===== src/rtl/mini_ex_core_pkg.sv =====
`default_nettype none
// ============================================================================
// Module      : mini_ex_core_pkg
// Description : Shared types and widths for the mini_ex_core execute stage.
// Revision    : 1.0 - initial release
// ============================================================================
package mini_ex_core_pkg;

    localparam int DATA_WIDTH = 32;
    localparam int REG_ADDR_W = 5;
    localparam int CNT_W      = $clog2(DATA_WIDTH);

    typedef enum logic [3:0] {
        ADD  = 4'd0,
        SUB  = 4'd1,
        AND  = 4'd2,
        OR   = 4'd3,
        XOR  = 4'd4,
        SLL  = 4'd5,
        SRL  = 4'd6,
        SRA  = 4'd7,
        SLT  = 4'd8,
        SLTU = 4'd9,
        MUL  = 4'd10
    } t_alu_op;

    typedef enum logic [0:0] {
        IDLE = 1'b0,
        BUSY = 1'b1
    } t_mul_state;

    typedef struct packed {
        logic [DATA_WIDTH-1:0] Reg1Val;
        logic [DATA_WIDTH-1:0] Reg2Val;
    } t_rg_val;

    typedef struct packed {
        logic                  Valid;
        t_alu_op               AluOp;
        logic [REG_ADDR_W-1:0] Src1Reg;
        logic [REG_ADDR_W-1:0] Src2Reg;
        logic [REG_ADDR_W-1:0] DstReg;
        logic                  WrEn;
        logic                  UseImm;
        logic [DATA_WIDTH-1:0] Imm;
    } t_exe_ctrl;

    typedef struct packed {
        logic                  Valid;
        logic                  WrEn;
        logic [REG_ADDR_W-1:0] DstReg;
        logic [DATA_WIDTH-1:0] Value;
    } t_exe_res;

endpackage
`default_nettype wire


===== src/rtl/mini_ex_core_exe_if.sv =====
`default_nettype none
// ============================================================================
// Module      : mini_ex_core_exe_if
// Description : Q101H operand/control inputs and Q102H result of the execute stage.
// Revision    : 1.0 - initial release
// ============================================================================
interface mini_ex_core_exe_if;
    import mini_ex_core_pkg::*;

    t_rg_val   ValRegsQ101H;
    t_exe_ctrl CtrlQ101H;
    logic      StallQ101H;
    t_exe_res  ExeResultQ102H;

    modport master (
        output ValRegsQ101H,
        output CtrlQ101H,
        input  StallQ101H,
        input  ExeResultQ102H
    );

    modport slave (
        input  ValRegsQ101H,
        input  CtrlQ101H,
        output StallQ101H,
        output ExeResultQ102H
    );

endinterface
`default_nettype wire


===== src/rtl/mini_ex_core_mul.sv =====
`default_nettype none
// ============================================================================
// Module      : mini_ex_core_mul
// Description : Iterative unsigned shift-add multiplier, one bit per cycle.
// Revision    : 1.0 - initial release
// ============================================================================
module mini_ex_core_mul
    import mini_ex_core_pkg::*;
(
    input  logic                  Clock,
    input  logic                  Rst,
    input  logic                  Start_i,
    input  logic [DATA_WIDTH-1:0] OpA_i,
    input  logic [DATA_WIDTH-1:0] OpB_i,
    output logic                  Busy_o,
    output logic                  Done_o,
    output logic [DATA_WIDTH-1:0] Result_o
);

    localparam logic [CNT_W-1:0] c_CNT_LAST = CNT_W'(DATA_WIDTH-1);

    t_mul_state            state_q, state_d;
    logic [CNT_W-1:0]      cnt_q,   cnt_d;
    logic [DATA_WIDTH-1:0] acc_q,   acc_d;
    logic [DATA_WIDTH-1:0] mcnd_q,  mcnd_d;
    logic [DATA_WIDTH-1:0] mplr_q,  mplr_d;

    always_ff @(posedge Clock) begin
        if (Rst) begin
            state_q <= IDLE;
            cnt_q   <= '0;
            acc_q   <= '0;
            mcnd_q  <= '0;
            mplr_q  <= '0;
        end else begin
            state_q <= state_d;
            cnt_q   <= cnt_d;
            acc_q   <= acc_d;
            mcnd_q  <= mcnd_d;
            mplr_q  <= mplr_d;
        end
    end

    always_comb begin
        state_d = state_q;
        cnt_d   = cnt_q;
        acc_d   = acc_q;
        mcnd_d  = mcnd_q;
        mplr_d  = mplr_q;
        case (state_q)
            IDLE: begin
                if (Start_i) begin
                    mcnd_d  = OpA_i;
                    mplr_d  = OpB_i;
                    acc_d   = '0;
                    cnt_d   = '0;
                    state_d = BUSY;
                end
            end
            BUSY: begin
                acc_d  = acc_q + (mplr_q[0] ? mcnd_q : '0);
                mcnd_d = mcnd_q << 1;
                mplr_d = mplr_q >> 1;
                cnt_d  = cnt_q + CNT_W'(1);
                if (cnt_q == c_CNT_LAST) begin
                    cnt_d   = '0;
                    state_d = IDLE;
                end
            end
            default: state_d = IDLE;
        endcase
    end

    // Result is the accumulator including the last partial product, so the
    // top can register it on the same edge that returns the FSM to IDLE.
    assign Busy_o   = (state_q == BUSY);
    assign Done_o   = (state_q == BUSY) && (cnt_q == c_CNT_LAST);
    assign Result_o = acc_d;

endmodule
`default_nettype wire


===== src/rtl/mini_ex_core_exe.sv =====
`default_nettype none
// ============================================================================
// Module      : mini_ex_core_exe
// Description : Execute stage: operand forwarding, ALU, iterative MUL, Q102H result.
// Revision    : 1.0 - initial release
// ============================================================================
module mini_ex_core_exe
    import mini_ex_core_pkg::*;
(
    input  logic                     Clock,
    input  logic                     Rst,
    mini_ex_core_exe_if.slave        exe_bus
);

    t_exe_ctrl             w_ctrl;
    t_rg_val               w_regs;
    t_exe_res              res_q, res_d;
    logic [REG_ADDR_W-1:0] mul_dst_q, mul_dst_d;
    logic                  mul_wren_q, mul_wren_d;

    logic                  w_fwd1, w_fwd2;
    logic [DATA_WIDTH-1:0] w_op1, w_op2, w_alu;
    logic [CNT_W-1:0]      w_shamt;
    logic                  w_mul_start, w_mul_busy, w_mul_done;
    logic [DATA_WIDTH-1:0] w_mul_res;

    assign w_ctrl = exe_bus.CtrlQ101H;
    assign w_regs = exe_bus.ValRegsQ101H;

    // x0 never counts as a forwarding target, so a result with DstReg 0 is invisible here.
    assign w_fwd1 = res_q.Valid && res_q.WrEn && (res_q.DstReg == w_ctrl.Src1Reg)
                    && (w_ctrl.Src1Reg != '0);
    assign w_fwd2 = res_q.Valid && res_q.WrEn && (res_q.DstReg == w_ctrl.Src2Reg)
                    && (w_ctrl.Src2Reg != '0);

    assign w_op1 = (w_ctrl.Src1Reg == '0) ? '0 :
                   (w_fwd1 ? res_q.Value : w_regs.Reg1Val);
    assign w_op2 = w_ctrl.UseImm ? w_ctrl.Imm :
                   ((w_ctrl.Src2Reg == '0) ? '0 :
                   (w_fwd2 ? res_q.Value : w_regs.Reg2Val));

    assign w_shamt = w_op2[CNT_W-1:0];

    always_comb begin
        w_alu = '0;
        case (w_ctrl.AluOp)
            ADD:     w_alu = w_op1 + w_op2;
            SUB:     w_alu = w_op1 - w_op2;
            AND:     w_alu = w_op1 & w_op2;
            OR:      w_alu = w_op1 | w_op2;
            XOR:     w_alu = w_op1 ^ w_op2;
            SLL:     w_alu = w_op1 << w_shamt;
            SRL:     w_alu = w_op1 >> w_shamt;
            SRA:     w_alu = $unsigned($signed(w_op1) >>> w_shamt);
            SLT:     w_alu = DATA_WIDTH'($signed(w_op1) < $signed(w_op2));
            SLTU:    w_alu = DATA_WIDTH'(w_op1 < w_op2);
            default: w_alu = '0;
        endcase
    end

    // Control is ignored while busy: the held MUL must not start a second time.
    assign w_mul_start = w_ctrl.Valid && (w_ctrl.AluOp == MUL) && !w_mul_busy;

    mini_ex_core_mul u_mul (
        .Clock    (Clock),
        .Rst      (Rst),
        .Start_i  (w_mul_start),
        .OpA_i    (w_op1),
        .OpB_i    (w_op2),
        .Busy_o   (w_mul_busy),
        .Done_o   (w_mul_done),
        .Result_o (w_mul_res)
    );

    assign exe_bus.StallQ101H = w_mul_start || (w_mul_busy && !w_mul_done);

    always_comb begin
        res_d       = res_q;
        res_d.Valid = 1'b0;
        mul_dst_d   = mul_dst_q;
        mul_wren_d  = mul_wren_q;
        if (w_mul_busy) begin
            if (w_mul_done) begin
                res_d.Valid  = 1'b1;
                res_d.WrEn   = mul_wren_q;
                res_d.DstReg = mul_dst_q;
                res_d.Value  = w_mul_res;
            end
        end else if (w_mul_start) begin
            mul_dst_d  = w_ctrl.DstReg;
            mul_wren_d = w_ctrl.WrEn;
        end else if (w_ctrl.Valid) begin
            res_d.Valid  = 1'b1;
            res_d.WrEn   = w_ctrl.WrEn;
            res_d.DstReg = w_ctrl.DstReg;
            res_d.Value  = w_alu;
        end
    end

    always_ff @(posedge Clock) begin
        if (Rst) begin
            res_q      <= '0;
            mul_dst_q  <= '0;
            mul_wren_q <= 1'b0;
        end else begin
            res_q      <= res_d;
            mul_dst_q  <= mul_dst_d;
            mul_wren_q <= mul_wren_d;
        end
    end

    assign exe_bus.ExeResultQ102H = res_q;

endmodule
`default_nettype wire


===== src/flat_wrapper.sv =====
// flat-port wrapper written by rule: the top's interface ports become plain ports
module mini_ex_core_exe_flat import mini_ex_core_pkg::*;
  (Clock, Rst, exe_bus_ValRegsQ101H, exe_bus_CtrlQ101H, exe_bus_StallQ101H, exe_bus_ExeResultQ102H);
  mini_ex_core_exe_if exe_bus_i ();
  input  logic Clock;
  input  logic Rst;
  input wire logic [$bits(exe_bus_i.ValRegsQ101H)-1:0] exe_bus_ValRegsQ101H;
  input wire logic [$bits(exe_bus_i.CtrlQ101H)-1:0] exe_bus_CtrlQ101H;
  output wire logic [$bits(exe_bus_i.StallQ101H)-1:0] exe_bus_StallQ101H;
  output wire logic [$bits(exe_bus_i.ExeResultQ102H)-1:0] exe_bus_ExeResultQ102H;
  assign exe_bus_i.ValRegsQ101H = exe_bus_ValRegsQ101H;
  assign exe_bus_i.CtrlQ101H = exe_bus_CtrlQ101H;
  assign exe_bus_StallQ101H = exe_bus_i.StallQ101H;
  assign exe_bus_ExeResultQ102H = exe_bus_i.ExeResultQ102H;
  mini_ex_core_exe u_core (.Clock(Clock), .Rst(Rst), .exe_bus(exe_bus_i));
endmodule

===== config.mk =====
export PLATFORM = sky130hd
export DESIGN_NAME = mini_ex_core_exe_flat
export DESIGN_NICKNAME = d
export VERILOG_FILES = /design/src/rtl/mini_ex_core_pkg.sv /design/src/rtl/mini_ex_core_exe_if.sv /design/src/rtl/mini_ex_core_mul.sv /design/src/rtl/mini_ex_core_exe.sv /design/src/flat_wrapper.sv
export SDC_FILE = /design/constraint.sdc
export NUM_CORES = 1
export LEC_CHECK = 0
export BUFFER_PORTS_ARGS = -buffer_cell sky130_fd_sc_hd__buf_2
export CAP_MARGIN = 20
export CORE_ASPECT_RATIO = 1.1
export CORE_UTILIZATION = 35
export DETAILED_ROUTE_END_ITERATION = 10
export PLACE_DENSITY = 0.6
export SYNTH_ARGS = -nofsm -noshare
export SYNTH_HDL_FRONTEND = slang
export SYNTH_HIERARCHICAL = 1
export SYNTH_SLANG_ARGS = --single-unit

===== constraint.sdc =====
create_clock -name Clock -period 6.4 [get_ports Clock]
set_clock_uncertainty 0.05 [all_clocks]
set_input_delay 0.64 -clock Clock [delete_from_list [all_inputs] [get_ports Clock]]
set_output_delay 0.64 -clock Clock [all_outputs]
set_load 0.02 [all_outputs]

==> impl_metrics.yaml <==
outcome:
  outcome: "finished clean"
timing:
  worst_slew_pin_slew_ps: 1300
  grt_setup_unrepaired: "false"
  final_max_slew_viol_count: 0
  finalCriticalPeriod_ps: 6180
  fin_tns_setup_ps: 0
  hold_violations: 0
  fin_crit_sh: 0.965
  finalSetupViolCount: 0
  slew_headroom: 0.130
  fmax_ghz: 0.162
  worst_slack_ps: 222
setup_path:
  slowest_delay_ps: 610
  crit_required_ps: 6760
  startpoint_type: "flip-flop"
  worstSetupPathType: "reg2reg"
  r2r_cells: 19
  cp-end-kind: "flip-flop"
  path_cells: "xor2_1 -> nor4_4 -> nand2_2 -> mux2i_1 -> o21ai_0 -> buf_4 -> ha_1 -> nor3_1 -> and2_1 -> nand2_1 -> o21ai_1 -> a41o_1 -> nand4_1 -> a2111oi_1 -> buf_4 -> o2bb2ai_1 -> xnor2_1 -> a22oi_1 -> a221oi_2"
  path_buf_inv: 2
  crit_top_cell: "buf_4"
  cp_slowest_cell: "nand2_2"
  rr_endpoint: "u_core/exe_bus.ExeResultQ102H[31]"
  r2r_slack_ps: 220
  worst_ep_arrival_time_ps: 6540
  timing.rr.start: "u_core/exe_bus.ExeResultQ102H[35]"
  crit_fanout: 17
  cp_top_family: "compound AO/OA/AOI/OAI gates"
power_and_ir_drop:
  swShare: 0.430
  powerDensity_nw_per_um2: 172
  leakagePower_uw: 0.00920
  p_clk_frac: 0.322
  p_int_uw: 2060
  combPwrFrac: 0.404
  seqPwrFrac: 0.274
  switchingPower_uw: 1550
  peakVddDrop_mv: 0.178
run:
  drv_cap: 0
hold_path:
  hold_depth: 3
  hold_path_end: "u_core/mul_dst_q[3]"
  min_from: "exe_bus_CtrlQ101H[37]"
  hp-class: "in2reg"
logic_synthesis:
  ys.flop_type: "dfxtp_1"
  synthArstFlopShare: 0
  syn_avg_cell_area_um2: 7.13
  yosys.cell_types.count: 104
  netlist_area_um2: 18800
  synth-seq-cells: 147
  syn_inst: 2630
  synth_enable_flop_cells: 0
  ys.warnings.count: 6
  seq_area_frac_synth: 0.157
  synth_nets: 2883
floorplanning:
  io_pins: 160
  start_util: 0.356
  die_area_um2: 54500
  rows: 88
  dieHeight_um: 245
  core_um2: 52600
  die_w_um: 223
route:
  first_iter_violations: 2806
  drt_wl_total_um: 107000
  ant_nets: 0
  drc: 0
  viasPerCell: 6.48
  routedWlPerCell_um: 31.5
  vias: 22100
  firstDrtPassIters: 6
grt:
  overflow: 0
  antenna_found_initial: 6
  grt_max_degree: 87
  grt_pass1_vias: 20600
  grt_pass1_wl_um: 151000
  grtUsageTotal: 0.384
placement:
  dp_cells: 3377
  portBuffers: 159
  dp_hpwl_um: 85200
  place.gp.congestion: 1.08
  place_ws_ps: 206
clock_tree:
  cts_hold_buffers: 0
  clock_latency_ps: 500
  ctsLongestPathBuffers: 2
  post_cts_resize_count: 0
  cts_made_buffers: 17
  cts_setup_buffers: 0
  cts_root_buf: "clkbuf_16"
  h-tree-depth: 4
  clk_pin_slew_ps: 70
  cts_tree: "built"
  clock_sinks: 147
finish:
  layout.cells.non_filler: 3410
  area.growth.synth_to_final_pct: 12.2
  layout_commonest_cell: "nor2_1"
  nets: 2974
  final_cell_mix: "294 x nor2_1, 263 x a21oi_1, 241 x mux2i_1"
  fill_cells: 5577
  drive_gt1_frac: 0.138
[per-stage QoR]
step	hold WS [ps]	utilization	cell area [um2]	power, uW
finish	344	0.400	21000	3610
global route	329	0.400	21000	3730
CTS	315	0.400	21000	3570
detailed placement	401	0.388	20400	2400
global placement	395	0.388	20400	2410
floorplan	387	-	18800	1840
[cells by family (layout without fill, tap and decap cells)]
kind of cell | count (synthesis) | in the layout | share of synthesized area
adder cells (fa/ha/maj) | 133 | 133 | 0.0900
flip-flops | 147 | 147 | 0.157
AND/OR/NAND/NOR | 888 | 888 | 0.223
multiplexers | 250 | 250 | 0.134
AO/OA/AOI/OAI | 861 | 861 | 0.307
XOR/XNOR | 43 | 43 | 0.0201
buffers and inverters | 308 | 412 | 0.0689
other | 0 | 1 | 0
[layer usage]
layer  global-route usage  vias to the layer above  wire, um
met5                    0                        -        26
met4                0.258                        4      8210
met3               0.0905                      315      9420
met2                0.612                     1222     47900
met1                0.460                    10700     41800
li1                     -                     9825         -
[tightest hold or removal path: stages]
cell	delay [ps]
buf_2	110
nand2_1	50
a21oi_1	50
[layout make-up]
| type | instances | area [um2] | area share |
|---|---|---|---|
| repair buffers | 271 | 1640 | 0.0779 |
| well taps | 675 | 845 | 0.0401 |
| flip-flops and latches | 147 | 2950 | 0.140 |
| multi-input cells | 2175 | 14600 | 0.692 |
| diodes | 1 | 2.50 | 0.000119 |
| inverters | 109 | 417 | 0.0198 |
| clock inverters | 13 | 195 | 0.00928 |
| clock buffers | 19 | 433 | 0.0206 |
[sequential cells by signal, summed over array words and instances (netlist names)]
register / count
u_core/u_mul/mcnd_q: 32
u_core/mul_dst_q: 5
u_core/u_mul/Busy_o: 1
u_core/u_mul/mplr_q: 32
u_core/u_mul/acc_q: 32
u_core/mul_wren_q: 1
u_core/u_mul/cnt_q: 5
u_core/exe_bus.ExeResultQ102H: 39
[cell usage after synthesis (39+ instances only)]
cell      number  area (um2)
o21ai_0      155         776
dfxtp_1      147        2940
nor2_1       296        1110
nand2_1      228         856
and2_1        56         350
nand3_1       78         390
nor3_1        56         280
inv_1        102         383
clkbuf_1     133         499
mux2i_1      241        2410
a21o_1        39         293
a21oi_1      263        1320
ha_1         130        1630
[power groups by stage]
stage	clock network, uW	logic (uW)	registers (uW)
finish	1160	1460	988
global route	1220	1520	985
CTS	1180	1410	984
detailed placement	0	1400	1010
global placement	0	1400	1010
floorplan	0	853	989
[worst max-delay path by stage]
stage	slack, ps	from	endpoint	cells past startpoint
2_1_floorplan	1180	exe_bus_CtrlQ101H[42]	u_core/exe_bus.ExeResultQ102H[30]	20
3_3_place_gp	230	exe_bus_CtrlQ101H[42]	u_core/exe_bus.ExeResultQ102H[31]	20
3_5_place_dp	210	exe_bus_CtrlQ101H[42]	u_core/exe_bus.ExeResultQ102H[31]	20
4_1_cts	520	u_core/exe_bus.ExeResultQ102H[35]	u_core/exe_bus.ExeResultQ102H[31]	19
5_1_grt	20	u_core/exe_bus.ExeResultQ102H[36]	u_core/exe_bus.ExeResultQ102H[31]	19
6_report	220	u_core/exe_bus.ExeResultQ102H[35]	u_core/exe_bus.ExeResultQ102H[31]	19
Power figures use the tool's default switching activity.
